File: src/rtl/if_id_stage_pkg.sv
`default_nettype none
// ==========================================================================
// if_id_stage_pkg : shared widths, immediate-select codes, opcodes, states
// Rev 1.0
// ==========================================================================
package if_id_stage_pkg;

  localparam int INST_WIDTH    = 32;
  localparam int REG_WIDTH     = 32;
  localparam int IMM_WIDTH     = 25;
  localparam int IMM_SEL_WIDTH = 3;

  localparam logic [IMM_SEL_WIDTH-1:0] IMM_SEL_I    = 3'd0;
  localparam logic [IMM_SEL_WIDTH-1:0] IMM_SEL_S    = 3'd1;
  localparam logic [IMM_SEL_WIDTH-1:0] IMM_SEL_B    = 3'd2;
  localparam logic [IMM_SEL_WIDTH-1:0] IMM_SEL_U    = 3'd3;
  localparam logic [IMM_SEL_WIDTH-1:0] IMM_SEL_J    = 3'd4;
  localparam logic [IMM_SEL_WIDTH-1:0] IMM_SEL_NONE = 3'd7;

  localparam logic [6:0] OPC_OP_IMM = 7'b0010011;
  localparam logic [6:0] OPC_LOAD   = 7'b0000011;
  localparam logic [6:0] OPC_JALR   = 7'b1100111;
  localparam logic [6:0] OPC_SYSTEM = 7'b1110011;
  localparam logic [6:0] OPC_STORE  = 7'b0100011;
  localparam logic [6:0] OPC_BRANCH = 7'b1100011;
  localparam logic [6:0] OPC_LUI    = 7'b0110111;
  localparam logic [6:0] OPC_AUIPC  = 7'b0010111;
  localparam logic [6:0] OPC_JAL    = 7'b1101111;
  localparam logic [6:0] OPC_OP     = 7'b0110011;

  typedef enum logic [1:0] {
    ST_EMPTY = 2'd0,
    ST_ONE   = 2'd1,
    ST_FULL  = 2'd2
  } buf_state_e;

endpackage
`default_nettype wire

File: src/rtl/if_id_stage_inst_pre_dec.sv
`default_nettype none
// ==========================================================================
// inst_pre_dec : opcode -> immediate format and illegal flag (combinational)
// Rev 1.0
// ==========================================================================
module inst_pre_dec
  import if_id_stage_pkg::*;
#(
  parameter int INST_WIDTH    = 32,
  parameter int IMM_SEL_WIDTH = 3
) (
  input  logic [INST_WIDTH-1:0]    inst_i,
  output logic [IMM_SEL_WIDTH-1:0] imm_sel_o,
  output logic                     illegal_o
);

  always_comb begin
    imm_sel_o = IMM_SEL_NONE;
    illegal_o = 1'b0;
    case (inst_i[6:0])
      OPC_OP_IMM, OPC_LOAD, OPC_JALR, OPC_SYSTEM: imm_sel_o = IMM_SEL_I;
      OPC_STORE:                                  imm_sel_o = IMM_SEL_S;
      OPC_BRANCH:                                 imm_sel_o = IMM_SEL_B;
      OPC_LUI, OPC_AUIPC:                         imm_sel_o = IMM_SEL_U;
      OPC_JAL:                                    imm_sel_o = IMM_SEL_J;
      OPC_OP:                                     imm_sel_o = IMM_SEL_NONE;
      default:                                    illegal_o = 1'b1;
    endcase
  end

endmodule
`default_nettype wire

File: src/rtl/if_id_stage.sv
`default_nettype none
// ==========================================================================
// if_id_stage : IF/ID register with two-entry skid buffer and pre-decode
// Rev 1.0
// ==========================================================================
module if_id_stage
  import if_id_stage_pkg::*;
#(
  parameter int INST_WIDTH    = if_id_stage_pkg::INST_WIDTH,
  parameter int REG_WIDTH     = if_id_stage_pkg::REG_WIDTH,
  parameter int IMM_WIDTH     = if_id_stage_pkg::IMM_WIDTH,
  parameter int IMM_SEL_WIDTH = if_id_stage_pkg::IMM_SEL_WIDTH
) (
  input  logic                     clk,
  input  logic                     rst_n,
  input  logic                     flush,
  input  logic                     in_valid,
  output logic                     in_ready,
  input  logic [INST_WIDTH-1:0]    in_inst,
  input  logic [REG_WIDTH-1:0]     in_pc,
  output logic                     out_valid,
  input  logic                     out_ready,
  output logic [INST_WIDTH-1:0]    out_inst,
  output logic [REG_WIDTH-1:0]     out_pc,
  output logic [IMM_WIDTH-1:0]     imm_in,
  output logic [IMM_SEL_WIDTH-1:0] imm_sel,
  output logic [4:0]               rs1,
  output logic [4:0]               rs2,
  output logic [4:0]               rd,
  output logic                     illegal
);

  logic [INST_WIDTH-1:0]    main_inst_q, main_inst_d, skid_inst_q, skid_inst_d;
  logic [REG_WIDTH-1:0]     main_pc_q,   main_pc_d,   skid_pc_q,   skid_pc_d;
  logic [IMM_SEL_WIDTH-1:0] main_sel_q,  main_sel_d,  skid_sel_q,  skid_sel_d;
  logic                     main_ill_q,  main_ill_d,  skid_ill_q,  skid_ill_d;
  logic                     main_vld_q,  main_vld_d,  skid_vld_q,  skid_vld_d;

  logic [IMM_SEL_WIDTH-1:0] dec_sel;
  logic                     dec_ill;
  logic                     push, pop;
  buf_state_e               state;

  inst_pre_dec #(
    .INST_WIDTH   (INST_WIDTH),
    .IMM_SEL_WIDTH(IMM_SEL_WIDTH)
  ) u_pre_dec (
    .inst_i   (in_inst),
    .imm_sel_o(dec_sel),
    .illegal_o(dec_ill)
  );

  always_comb begin
    if (!main_vld_q)     state = ST_EMPTY;
    else if (skid_vld_q) state = ST_FULL;
    else                 state = ST_ONE;
  end

  assign push = in_valid & in_ready;
  assign pop  = main_vld_q & out_ready;

  always_comb begin
    main_inst_d = main_inst_q;  main_pc_d = main_pc_q;
    main_sel_d  = main_sel_q;   main_ill_d = main_ill_q;
    main_vld_d  = main_vld_q;
    skid_inst_d = skid_inst_q;  skid_pc_d = skid_pc_q;
    skid_sel_d  = skid_sel_q;   skid_ill_d = skid_ill_q;
    skid_vld_d  = skid_vld_q;
    case (state)
      ST_EMPTY: begin
        if (push) begin
          main_inst_d = in_inst; main_pc_d = in_pc;
          main_sel_d  = dec_sel; main_ill_d = dec_ill;
          main_vld_d  = 1'b1;
        end
      end
      ST_ONE: begin
        if (push && pop) begin
          main_inst_d = in_inst; main_pc_d = in_pc;
          main_sel_d  = dec_sel; main_ill_d = dec_ill;
        end else if (push) begin
          skid_inst_d = in_inst; skid_pc_d = in_pc;
          skid_sel_d  = dec_sel; skid_ill_d = dec_ill;
          skid_vld_d  = 1'b1;
        end else if (pop) begin
          main_vld_d = 1'b0;
        end
      end
      ST_FULL: begin
        if (pop) begin
          main_inst_d = skid_inst_q; main_pc_d = skid_pc_q;
          main_sel_d  = skid_sel_q;  main_ill_d = skid_ill_q;
          skid_vld_d  = 1'b0;
        end
      end
      default: ;
    endcase
    // Flush drops validity only; data registers keep their last contents.
    if (flush) begin
      main_vld_d = 1'b0;
      skid_vld_d = 1'b0;
    end
  end

  always_ff @(posedge clk or negedge rst_n) begin
    if (!rst_n) begin
      main_inst_q <= '0; main_pc_q <= '0; main_sel_q <= IMM_SEL_NONE;
      main_ill_q  <= 1'b0; main_vld_q <= 1'b0;
      skid_inst_q <= '0; skid_pc_q <= '0; skid_sel_q <= IMM_SEL_NONE;
      skid_ill_q  <= 1'b0; skid_vld_q <= 1'b0;
    end else begin
      main_inst_q <= main_inst_d; main_pc_q <= main_pc_d; main_sel_q <= main_sel_d;
      main_ill_q  <= main_ill_d;  main_vld_q <= main_vld_d;
      skid_inst_q <= skid_inst_d; skid_pc_q <= skid_pc_d; skid_sel_q <= skid_sel_d;
      skid_ill_q  <= skid_ill_d;  skid_vld_q <= skid_vld_d;
    end
  end

  assign in_ready  = ~skid_vld_q;
  assign out_valid = main_vld_q;
  assign out_inst  = main_inst_q;
  assign out_pc    = main_pc_q;
  assign imm_in    = main_inst_q[INST_WIDTH-1:7];
  assign imm_sel   = main_sel_q;
  assign illegal   = main_ill_q;
  assign rs1       = main_inst_q[19:15];
  assign rs2       = main_inst_q[24:20];
  assign rd        = main_inst_q[11:7];

endmodule
`default_nettype wire

File: config.mk
export PLATFORM = sky130hd
export DESIGN_NAME = if_id_stage
export DESIGN_NICKNAME = d
export VERILOG_FILES = /design/src/rtl/if_id_stage_pkg.sv /design/src/rtl/if_id_stage_inst_pre_dec.sv /design/src/rtl/if_id_stage.sv
export SDC_FILE = /design/constraint.sdc
export NUM_CORES = 1
export LEC_CHECK = 0
export CORE_AREA = 10 10 131 133
export DETAILED_ROUTE_END_ITERATION = 10
export DIE_AREA = 0 0 141 143
export DONT_BUFFER_PORTS = 1
export PLACE_DENSITY = 0.56
export SLEW_MARGIN = 20
export SYNTH_ARGS = -nofsm -noshare
export SYNTH_HDL_FRONTEND = slang
export SYNTH_HIERARCHICAL = 1
export SYNTH_SLANG_ARGS = --single-unit
File: constraint.sdc
create_clock -name clk -period 3.42 [get_ports clk]
set_input_delay 0.171 -clock clk [delete_from_list [all_inputs] [get_ports clk]]
set_output_delay 0.171 -clock clk [all_outputs]
set_load 0.01 [all_outputs]
==> reports/qor.csv <==
metric,value,unit
synthDistinctLibCells,29,
worstPathArrival,2.59,ns
highest_layer,met4,
dp_hpwl,8.456,mm
rsz0062_at_grt,false,
p_int,3.550,mW
cpPeakStageDelay,0.55,ns
drv_cap,0,
yosys-top-cells-count,"mux2_2, dfrtp_1, buf_4, mux2_1, mux2_4",
syn_area,0.006471,mm²
core-area,0.01442,mm²
io-pin-count,179,
finClkSkew,0.007399,ns
final_util,52.73,%
grt_usage,14.01,%
cp.required,3.72,ns
ant_nets,0,
nets,535,
combPwrFrac,13.3,%
post-route-period-util,67.08,%
avgSynthCellArea,14.88,µm²
n_fill_cell,1190,
io_buffer_count,0,
synth_ff_type,dfrtp_1,
cts_made_buffers,17,
p_leak,3.155,nW
p_sw_share,25.33,%
cp_max_fo,36,
dr.first_iter.drc_count,128,
slew_viol_final,0,
status,"complete, no violations",
crit_path_frequent_cell,mux2_2,
pwr-share-clk,37.4,%
synthArstFlopShare,100.0,%
viasPerCell,5.310,
synth_area_leader_cell,dfrtp_1,
cp.buffers_inverters,1,
crit_path_end_kind,register,
slew_headroom,51.04,%
crit_chain,nand2_4 -> buf_4 -> mux2_2 -> mux2_2,
routed_wirelength,13.82,mm
root_buffer,clkbuf_16,
hp-class,in2reg,
ys_seq_elements,138,
fmax,435.9,MHz
yosysSeqAreaShare,53.48,%
dr.pass1.iters,4,
htreeDepth,4,
layout-drive-gt1-share,47.91,%
diodes,0,
syn_inst,435,
setup-violations-final,0,
die_h,143,µm
dp_worst_setup_slack,1.092,ns
cts_buffer_depth,2,
cp_slowest_cell,buf_4,
row_count,44,
grt_overflow,0,
finalSetupTns,0,ns
final.setup.worst_slack,1.126,ns
clk-insertion-delay-late,0.41,ns
antenna_found_initial,0,
vias,3515,
critical_path_class,reg2reg,
path_delay_family,multiplexers,
grt_start_max_net_pins,139,
yosysTopAreaCellShare,51.04,%
wl_met3,1.332,mm
cts.sinks,138,
initial_core_util,44.86,%
synth_most_common_cell,mux2_2,
grt_pass1_wl,22.18,mm
peakVddDrop,0.0003333,V
powerDensity,625.1,mW/mm²
ys_top_cells_by_area,"dfrtp_1, mux2_2, buf_4",
grt_pass1_vias,3912,
wl_met1,5.772,mm
synth_edf_count,0,
clk_pin_slew,0.06,ns
seqPwrFrac,49.3,%
die_w,141,µm
max_slew.worst_pin.slew,0.7344,ns
area_growth,17.54,%
crit_path_start_kind,register,
period_minus_slack,2.294,ns
switching_power,1.204,mW
synth_fp_nets,504,
synth_warnings,6,
cts_resized,0,
hold_violations,0,
globalplace.congestion,0.6951,
routed-wl-met2,6.495,mm
wl_per_cell,20.87,µm
cts_tree,done,
whs,0.02213,ns
drc,0,
dieArea,0.02016,mm²
-- per-layer routing --
| layer | track usage [%] | vias to the layer above |
|---|---|---|
| met5 | 0 | - |
| met4 | 5.326 | 0 |
| met3 | 6.833 | 20 |
| met2 | 21.72 | 108 |
| met1 | 16.44 | 1807 |
| li1 | - | 1580 |
-- state kept, by name, summed over array words and instances, names as in the netlist --
name / cells
illegal: 1
imm_sel: 3
out_inst: 32
out_pc: 32
out_valid: 1
skid_ill_q: 1
skid_inst_q: 32
skid_pc_q: 32
skid_sel_q: 3
skid_vld_q: 1
-- area by class of cell --
type                       count  area, µm²  share of cell area [%]
sequential                   138       3461                   45.50
multi-input combinational    232       2570                   33.79
timing repair buffer          74      760.7                   10.00
clock buffer                  24      481.7                   6.333
tap                          184      230.2                   3.027
clock inverter                 7      91.34                   1.201
inverter                       3      11.26                  0.1481
-- placed cells by master (no fill, tap or decap), types with 2 or more instances in the layout --
cell           instances
bufinv_16              2
a21oi_1                5
clkbuf_8               3
buf_4                  3
dlygate4sd3_1         69
clkinv_2               3
nand2_1                2
mux2_4                20
o21ai_0                4
inv_1                  3
dfstp_2                6
a211oi_1               2
clkbuf_1               4
clkbuf_16             17
dfrtp_1              132
mux2_2               164
mux2_1                20
-- logic make-up after synthesis --
kind of cell / after synthesis / synth area share [%]
and+or+nand+nor: 14 / 1.470
AOI/OAI and AO/OA: 14 / 1.315
DFF: 138 / 53.48
buffers and inverters: 65 / 7.076
muxes: 204 / 36.66
-- stage by stage --
stage          area [µm²]  cells  total power, mW
5_1_grt              7606    662            5.005
3_5_place_dp         6315    561            2.920
2_1_floorplan        6471    435            2.890
3_3_place_gp         6315    561            2.884
6_report             7606    662            4.754
4_1_cts              7606    662            4.840
-- power by group through the flow --
stage	registers, mW	clock network (mW)	logic [mW]
after floorplan	2.24	0	0.648
after global placement	2.37	0	0.515
after detailed placement	2.38	0	0.538
after CTS	2.36	1.84	0.644
after global routing	2.41	1.90	0.694
final	2.34	1.78	0.632
-- path summary, 6_finish.rpt --
| kind | start | slack, ns | depth (start not counted) | end |
|---|---|---|---|---|
| max | out_valid | 1.13 | 4 | out_pc[20] |
| max in group asynchronous | rst_n | 2.44 | 2 | skid_inst_q[3] |
| min reg2reg | skid_pc_q[6] | 0.50 | 1 | skid_pc_q[6] |
| min | in_pc[6] | 0.02 | 2 | out_pc[6] |
| max reg2reg | out_valid | 1.13 | 4 | out_pc[20] |
| min in group asynchronous | rst_n | 0.38 | 2 | out_pc[11] |
-- timing repair --
| item | in CTS | in global routing |
|---|---|---|
| hold buffers | 70 | 0 |
| hold endpoints to repair | 208 | 0 |
| setup buffers | 0 | 0 |
| endpoints found under the setup margin | 0 | 0 |
Note: power is estimated with default switching activity, not from simulation.
